## src/rtl/mips_cpu_mem_arbiter_if.sv

```systemverilog
// ----------------------------------------------------------------------------
// mips_cpu_mem_arbiter_if
//
// Avalon-style memory-mapped bus between the CPU memory arbiter (master) and
// the unified memory / system bus (slave).
//
// Signals:
//   avm_address      word-aligned byte address          master -> slave
//   avm_read         read strobe                        master -> slave
//   avm_write        write strobe                       master -> slave
//   avm_writedata    write data                         master -> slave
//   avm_byteenable   byte lanes                         master -> slave
//   avm_waitrequest  stall, strobe must be held         slave  -> master
//   avm_readdata     read data, valid when not stalled  slave  -> master
// ----------------------------------------------------------------------------
interface mips_cpu_mem_arbiter_if;

    logic [31:0] avm_address;
    logic        avm_read;
    logic        avm_write;
    logic [31:0] avm_writedata;
    logic [3:0]  avm_byteenable;
    logic        avm_waitrequest;
    logic [31:0] avm_readdata;

    modport master (
        output avm_address,
        output avm_read,
        output avm_write,
        output avm_writedata,
        output avm_byteenable,
        input  avm_waitrequest,
        input  avm_readdata
    );

    modport slave (
        input  avm_address,
        input  avm_read,
        input  avm_write,
        input  avm_writedata,
        input  avm_byteenable,
        output avm_waitrequest,
        output avm_readdata
    );

endinterface

```

## src/rtl/mips_cpu_mem_arbiter.sv

```systemverilog
// ----------------------------------------------------------------------------
// mips_cpu_mem_arbiter
//
// Shares one Avalon-style master port between the instruction-fetch requester
// and the data (load/store) requester. One access is in flight at a time:
//   IDLE -> BUSY (strobe on the bus, honouring waitrequest) -> DONE (ack pulse)
// Simultaneous requests are granted round robin; after reset the data side
// wins the first tie. A hung access is aborted after TIMEOUT_CYCLES
// waitrequest cycles and completes with err=1 (reads return zero).
//
// Parameters:
//   TIMEOUT_CYCLES  waitrequest cycles tolerated before abort, 0 = never abort
//   CNT_W           timeout counter width, must be able to hold TIMEOUT_CYCLES
//
// Ports:
//   clk, reset                      clock, synchronous active-high reset
//   i_req/i_addr                    fetch request (held until i_ack), address
//   i_ack/i_rdata                   fetch done pulse, fetched word
//   d_req/d_write/d_addr/d_wdata/   data request (held until d_ack), store
//   d_byteenable                    flag, address, store data, byte lanes
//   d_ack/d_rdata                   data done pulse, load data
//   err                             qualifies i_ack/d_ack: access timed out
//   avm                             bus master port (see interface file)
// ----------------------------------------------------------------------------
module mips_cpu_mem_arbiter #(
    parameter int unsigned TIMEOUT_CYCLES = 255,
    parameter int unsigned CNT_W          = 16
) (
    input  logic                   clk,
    input  logic                   reset,

    input  logic                   i_req,
    input  logic [31:0]            i_addr,
    output logic                   i_ack,
    output logic [31:0]            i_rdata,

    input  logic                   d_req,
    input  logic                   d_write,
    input  logic [31:0]            d_addr,
    input  logic [31:0]            d_wdata,
    input  logic [3:0]             d_byteenable,
    output logic                   d_ack,
    output logic [31:0]            d_rdata,

    output logic                   err,

    mips_cpu_mem_arbiter_if.master avm
);

    typedef enum logic [1:0] {
        S_IDLE = 2'd0,
        S_BUSY = 2'd1,
        S_DONE = 2'd2
    } state_t;

    typedef enum logic {
        OWN_I = 1'b0,
        OWN_D = 1'b1
    } owner_t;

    localparam bit              TIMEOUT_EN   = (TIMEOUT_CYCLES != 0);
    // Counter value seen on the last tolerated wait cycle; the abort happens
    // on that edge so the strobe is held for exactly TIMEOUT_CYCLES stalls.
    localparam logic [CNT_W-1:0] TIMEOUT_LAST = CNT_W'(TIMEOUT_CYCLES - 1);

    // Control state
    state_t            state_q, state_d;
    owner_t            owner_q;
    owner_t            last_grant_q;
    logic [CNT_W-1:0]  cnt_q;
    logic              err_q;
    logic [31:0]       i_rdata_q;
    logic [31:0]       d_rdata_q;

    // Latched copy of the granted request
    logic [29:0]       word_addr_q;
    logic              write_q;
    logic [31:0]       wdata_q;
    logic [3:0]        be_q;

    // Decode helpers
    logic              grant_valid;
    owner_t            grant_owner;
    logic              timed_out;
    logic              finish;

    // Byte-offset bits never reach the bus: the address is word aligned.
    logic              unused_addr_lsbs;
    assign unused_addr_lsbs = ^{i_addr[1:0], d_addr[1:0]};

    // ------------------------------------------------------------------------
    // Arbitration: single requester wins outright, a tie goes to the side
    // that did not win last time.
    // ------------------------------------------------------------------------
    always_comb begin
        // NOTE: every always_comb output gets a default first so no path can
        // leave it unassigned and infer a latch.
        grant_owner = OWN_I;
        grant_valid = i_req | d_req;
        if (i_req && d_req) begin
            if (last_grant_q == OWN_I) begin
                grant_owner = OWN_D;
            end else begin
                grant_owner = OWN_I;
            end
        end else if (d_req) begin
            grant_owner = OWN_D;
        end
    end

    assign timed_out = TIMEOUT_EN && avm.avm_waitrequest && (cnt_q == TIMEOUT_LAST);
    assign finish    = !avm.avm_waitrequest || timed_out;

    // ------------------------------------------------------------------------
    // Next-state logic
    // ------------------------------------------------------------------------
    always_comb begin
        state_d = state_q;
        case (state_q)
            S_IDLE:  if (grant_valid) state_d = S_BUSY;
            S_BUSY:  if (finish)      state_d = S_DONE;
            S_DONE:                   state_d = S_IDLE;
            default:                  state_d = S_IDLE;
        endcase
    end

    // ------------------------------------------------------------------------
    // Control registers
    // ------------------------------------------------------------------------
    always_ff @(posedge clk) begin
        // NOTE: state is updated with non-blocking assignments so every
        // register samples the values from before this edge.
        if (reset) begin
            state_q      <= S_IDLE;
            owner_q      <= OWN_I;
            last_grant_q <= OWN_I;
            cnt_q        <= '0;
            err_q        <= 1'b0;
            i_rdata_q    <= '0;
            d_rdata_q    <= '0;
        end else begin
            state_q <= state_d;
            case (state_q)
                S_IDLE: begin
                    cnt_q <= '0;
                    if (grant_valid) begin
                        owner_q      <= grant_owner;
                        last_grant_q <= grant_owner;
                    end
                end
                S_BUSY: begin
                    if (finish) begin
                        err_q <= timed_out;
                        // Stores never disturb the requester's read data.
                        if (!write_q) begin
                            if (owner_q == OWN_D) begin
                                d_rdata_q <= timed_out ? 32'h0 : avm.avm_readdata;
                            end else begin
                                i_rdata_q <= timed_out ? 32'h0 : avm.avm_readdata;
                            end
                        end
                    end else begin
                        cnt_q <= cnt_q + CNT_W'(1);
                    end
                end
                S_DONE: begin
                    // err only qualifies the ack cycle.
                    cnt_q <= '0;
                    err_q <= 1'b0;
                end
                default: begin
                    cnt_q <= '0;
                end
            endcase
        end
    end

    // ------------------------------------------------------------------------
    // Request latch. Requester inputs may change once granted; the bus is
    // driven from this copy only.
    // ------------------------------------------------------------------------
    always_ff @(posedge clk) begin
        // NOTE: pure datapath registers are left out of reset; they are always
        // loaded on grant before anything reads them.
        if (state_q == S_IDLE && grant_valid) begin
            if (grant_owner == OWN_D) begin
                word_addr_q <= d_addr[31:2];
                write_q     <= d_write;
                wdata_q     <= d_wdata;
                be_q        <= d_byteenable;
            end else begin
                word_addr_q <= i_addr[31:2];
                write_q     <= 1'b0;
                wdata_q     <= 32'h0;
                be_q        <= 4'b1111;
            end
        end
    end

    // ------------------------------------------------------------------------
    // Outputs: decoded from registered state and the latched request only.
    // ------------------------------------------------------------------------
    assign avm.avm_address    = {word_addr_q, 2'b00};
    assign avm.avm_read       = (state_q == S_BUSY) && !write_q;
    assign avm.avm_write      = (state_q == S_BUSY) &&  write_q;
    assign avm.avm_writedata  = wdata_q;
    assign avm.avm_byteenable = be_q;

    assign i_ack   = (state_q == S_DONE) && (owner_q == OWN_I);
    assign d_ack   = (state_q == S_DONE) && (owner_q == OWN_D);
    assign i_rdata = i_rdata_q;
    assign d_rdata = d_rdata_q;
    assign err     = err_q;

    // ------------------------------------------------------------------------
    // Structural invariants
    // ------------------------------------------------------------------------
    a_one_strobe: assert property (@(posedge clk) disable iff (reset)
        !(avm.avm_read && avm.avm_write));
    a_one_ack: assert property (@(posedge clk) disable iff (reset)
        !(i_ack && d_ack));

endmodule

```

## src/flat_wrapper.sv

```systemverilog
// flat-port wrapper written by rule: the top's interface ports become plain ports
module mips_cpu_mem_arbiter_flat 
#(
    parameter int unsigned TIMEOUT_CYCLES = 255,
    parameter int unsigned CNT_W          = 16
)
  (clk, reset, i_req, i_addr, i_ack, i_rdata, d_req, d_write, d_addr, d_wdata, d_byteenable, d_ack, d_rdata, err, avm_avm_address, avm_avm_read, avm_avm_write, avm_avm_writedata, avm_avm_byteenable, avm_avm_waitrequest, avm_avm_readdata);
  mips_cpu_mem_arbiter_if avm_i ();
  input  logic clk;
  input  logic reset;
  input  logic i_req;
  input  logic [31:0] i_addr;
  output logic i_ack;
  output logic [31:0] i_rdata;
  input  logic d_req;
  input  logic d_write;
  input  logic [31:0] d_addr;
  input  logic [31:0] d_wdata;
  input  logic [3:0] d_byteenable;
  output logic d_ack;
  output logic [31:0] d_rdata;
  output logic err;
  output wire logic [$bits(avm_i.avm_address)-1:0] avm_avm_address;
  output wire logic [$bits(avm_i.avm_read)-1:0] avm_avm_read;
  output wire logic [$bits(avm_i.avm_write)-1:0] avm_avm_write;
  output wire logic [$bits(avm_i.avm_writedata)-1:0] avm_avm_writedata;
  output wire logic [$bits(avm_i.avm_byteenable)-1:0] avm_avm_byteenable;
  input wire logic [$bits(avm_i.avm_waitrequest)-1:0] avm_avm_waitrequest;
  input wire logic [$bits(avm_i.avm_readdata)-1:0] avm_avm_readdata;
  assign avm_avm_address = avm_i.avm_address;
  assign avm_avm_read = avm_i.avm_read;
  assign avm_avm_write = avm_i.avm_write;
  assign avm_avm_writedata = avm_i.avm_writedata;
  assign avm_avm_byteenable = avm_i.avm_byteenable;
  assign avm_i.avm_waitrequest = avm_avm_waitrequest;
  assign avm_i.avm_readdata = avm_avm_readdata;
  mips_cpu_mem_arbiter #(.TIMEOUT_CYCLES(TIMEOUT_CYCLES), .CNT_W(CNT_W)) u_core (.clk(clk), .reset(reset), .i_req(i_req), .i_addr(i_addr), .i_ack(i_ack), .i_rdata(i_rdata), .d_req(d_req), .d_write(d_write), .d_addr(d_addr), .d_wdata(d_wdata), .d_byteenable(d_byteenable), .d_ack(d_ack), .d_rdata(d_rdata), .err(err), .avm(avm_i));
endmodule
```

## config.mk

```make
export PLATFORM = sky130hd
export DESIGN_NAME = mips_cpu_mem_arbiter_flat
export DESIGN_NICKNAME = d
export VERILOG_FILES = /design/src/rtl/mips_cpu_mem_arbiter_if.sv /design/src/rtl/mips_cpu_mem_arbiter.sv /design/src/flat_wrapper.sv
export SDC_FILE = /design/constraint.sdc
export NUM_CORES = 1
export LEC_CHECK = 0
export CAP_MARGIN = 20
export CORE_AREA = 2 2 161 163
export CTS_CLUSTER_SIZE = 40
export DETAILED_ROUTE_END_ITERATION = 8
export DIE_AREA = 0 0 163 165
export GPL_ROUTABILITY_DRIVEN = 0
export PLACE_DENSITY = 0.51
export REMOVE_ABC_BUFFERS = 1
export SYNTH_ARGS = -nofsm -noshare
export SYNTH_HDL_FRONTEND = slang
export SYNTH_SLANG_ARGS = --single-unit
```

## constraint.sdc

```tcl
create_clock -name clk -period 3.31 [get_ports clk]
set_input_delay 0.331 -clock clk [delete_from_list [all_inputs] [get_ports clk]]
set_output_delay 0.331 -clock clk [all_outputs]
set_load 0.03 [all_outputs]
```

==> impl_summary.txt <==
----------------------------------------------------
[Outcome]
  Run status ... complete, no violations

[Run]
  Max-capacitance violation count ... 0

[Routing]
  Iteration count of the initial detailed-routing pass ... 4
  Routed WL per cell ... 17.13 um
  Detailed Route WL ... 20,250 um
  Violation count after the first detailed-routing iteration ... 221
  Remaining DRCs ... 0
  Detail Route Antenna Nets ... 0
  Post-detailed-route via-to-cell ratio ... 4.425
  Vias ... 5,230

[Layout]
  Finished layout cell area ... 9858 um^2
  Layout Nets ... 980
  Proportion of layout cells with a drive suffix above 1 ... 9.272%
  Number of diodes ... 0
  Layout overhead on the synthesized area ... 59.30%

[GRT]
  Met2 track utilization from global routing ... 23.54%
  Via count of the first global-routing pass ... 5,111
  Most Crowded Layer GR ... met2
  Global-route wire length before repair ... 30,130 um
  GRT Overall Usage ... 14.81%
  GR Util met3 ... 6.931%
  Initial antenna violation count ... 1
  Global routing usage on met1 ... 17.99%
  Gr ovfl total ... 0
  Largest net degree at the start of global routing ... 68

[Setup path]
  Crit Path Class ... flop to flop
  Startpoint type of the worst setup path ... flop
  Peak fanout along the critical path ... 61
  Worst endpoint data arrival time ... 2710 ps
  Type of destination of the critical path ... flop
  CP required ... 3570 ps

[Die]
  Cell Rows ... 58
  Die Y-Extent ... 165 um
  Total Die Area ... 26,900 um^2
  DIE WIDTH ... 163 um
  Initial Util ... 24.72%
  Boundary pin count ... 275
  Core Footprint ... 25,040 um^2

[STA]
  Setup_tns ... 0 ps
  Final worst path period share ... 73.89%
  Final count of hold timing violations ... 0
  Worst setup skew after layout ... 15.67 ps
  Hold Worst Slack ... 427.1 ps
  Worst slew slack as a fraction of its limit ... 36.00%
  Worst-margin pin slew ... 954.3 ps
  Smallest setup slack after layout ... 864.3 ps
  Number of max-slew violations in the final report ... 0
  RSZ-0062 raised after global routing ... false
  Endpoints failing setup ... 0
  Post-route minimum period ... 2446 ps
  Fmax ... 408.9 MHz

[Placed design]
  Worst slack, placed ... 886.2 ps
  HPWL reported at the end of detailed placement ... 13,730 um
  IO Port Bufs ... 268
  Post-place instance area ... 9224 um^2

[Logic synthesis]
  Proportion of synthesized flip-flops having asynchronous set or reset ... 0%
  Post-synthesis sequential area ratio ... 59.68%
  Commonest register cell after synthesis ... dfxtp_1
  Post-synthesis average cell area ... 10.51 um^2
  Ys Warns ... 0
  Portion of synthesized cell area occupied by the leading cell type ... 32.51%
  Count of flip-flops with a built-in enable after synthesis ... 67
  Mapped Cells ... 589
  Distinct cell type count of the synthesized netlist ... 45
  Total standard cell area after synthesis ... 6188 um^2
  Largest area contributor in the netlist ... edfxtp_1
  Largest cells by area after synthesis ... edfxtp_1 33%, dfxtp_1 27%, a21oi_1 6.2%
  Synth Register Bits ... 151

[Clock tree]
  Deepest clock path buffer count ... 2
  Clock Sink Count ... 151
  Setup fix buffers added after clock tree synthesis ... 0
  Clock latency at the later pin of the worst-skew pair ... 420 ps
  Post-cts sizing count ... 0
  Cts bufs inserted ... 17
  CTS tree ... done
  Clock input transition at the sequential cells of the worst setup and hold paths ... 60 ps
  Number of hold buffers added after cts ... 0
  Maximum level of the CTS H-tree ... 4
  CTS Root Cell ... clkbuf_16

[Pwr]
  Leak ... 0.003306 uW
  Peak supply drop ... 285.1 uV
  Total Power Consumption ... 5258 uW
  Power density normalized to cell area ... 533.3 nW/um^2

[Min path]
  Worst min path class ... primary input to flop

----------------------------------------------------
-- stage by stage --
step                      utilization (%)  cells
after global placement              36.84   1151
final                               39.38   1182
after floorplan                         -    543
after detailed placement            36.84   1151
after CTS                           39.38   1182
after global routing                39.38   1182
-- synth_stat cells (2+ instances only) --
master    count
dfxtp_1      84
a21oi_1      77
nand2_1      73
edfxtp_1     67
o21ai_1      65
clkbuf_1     37
and2_1       35
nor2b_1      33
mux2_2       30
o31ai_1       9
or4_1         8
buf_2         6
nor2_1        6
inv_1         5
nand2b_1      5
nand3_1       5
buf_4         4
nand4_1       4
nor3b_1       3
or3_1         3
and3_1        2
and3b_1       2
ha_1          2
o21ai_0       2
o41ai_1       2
-- cells in the final DEF (no fill, tap or decap), types with 3 or more instances in the layout --
cell,Yosys,final
clkdlybuf4s50_1,0,267
dfxtp_1,84,84
a21oi_1,77,77
nand2_1,73,73
edfxtp_1,67,67
o21ai_1,65,65
and2_1,35,35
nor2b_1,33,32
mux2_2,30,30
clkbuf_16,0,17
o31ai_1,9,9
or4_1,8,8
nor2_1,6,6
buf_4,4,6
nand2b_1,5,5
nand3_1,5,5
bufinv_16,0,5
inv_1,5,4
nand4_1,4,4
buf_12,0,4
nor3b_1,3,3
or3_1,3,3
clkinv_4,0,3
-- kinds of logic (layout without fill, tap and decap cells) --
family | Yosys count | in the layout | synth area share (%)
fa+ha+maj | 2 | 2 | 0.4043
simple gates | 187 | 187 | 16.11
flops | 151 | 151 | 59.68
buf+inv | 52 | 314 | 3.518
mux | 30 | 30 | 5.459
xor+xnor | 1 | 1 | 0.1416
compound gates | 165 | 165 | 14.62
other cells | 1 | 2 | 0.06060
-- sequential cells by signal, summed over array words and instances, names as in the netlist --
name                       count
u_core.word_addr_q            30
u_core.write_q                 1
u_core.d_rdata                32
u_core.owner_q                 1
u_core.state_q                 2
u_core.err                     1
u_core.avm.avm_writedata      32
u_core.cnt_q                  16
u_core.avm.avm_byteenable      4
u_core.i_rdata                32
-- worst max-delay path, cell delays in order, from the launching register on --
cell and delay (ps):
dfxtp_1 340, or4_4 580, o41a_2 630, buf_4 370
o21ai_1 230, a21oi_1 80
-- path summary, 6_finish.rpt --
kind / cells after the start / from / slack (ps) / end
max: 5 / u_core.cnt_q[11]$_SDFFE_PP0N_ / 860 / u_core.i_rdata[15]$_SDFFE_PP0P_
min: 4 / reset / 430 / u_core.cnt_q[4]$_SDFFE_PP0N_
max reg2reg: 5 / u_core.cnt_q[11]$_SDFFE_PP0N_ / 860 / u_core.i_rdata[15]$_SDFFE_PP0P_
min reg2reg: 2 / u_core.d_rdata[28]$_SDFFE_PP0P_ / 480 / u_core.d_rdata[28]$_SDFFE_PP0P_
-- final cells by class --
cell class | instances | area, um^2
Fill cell | 2526 | 15180
Sequential cell | 151 | 3694
Timing Repair Buffer | 278 | 2803
Multi-Input combinational cell | 387 | 2296
Clock buffer | 19 | 432.9
Tap cell | 330 | 412.9
Clock inverter | 12 | 201.4
Inverter | 5 | 18.77
-- routing by layer --
layer | part of all wire, % | vias to the layer above
li1 | - | 2581
met1 | 44 | 2432
met2 | 44 | 201
met3 | 10 | 14
met4 | 1.1 | 2
met5 | 0.084 | -
-- power by group --
| group | switching, uW | internal [uW] | leakage (uW) |
|---|---|---|---|
| registers | 44.7 | 2100 | 0.00134 |
| logic | 522 | 433 | 0.00166 |
| clock network | 820 | 1340 | 0.000301 |
Note: power is estimated with default switching activity, not from simulation.
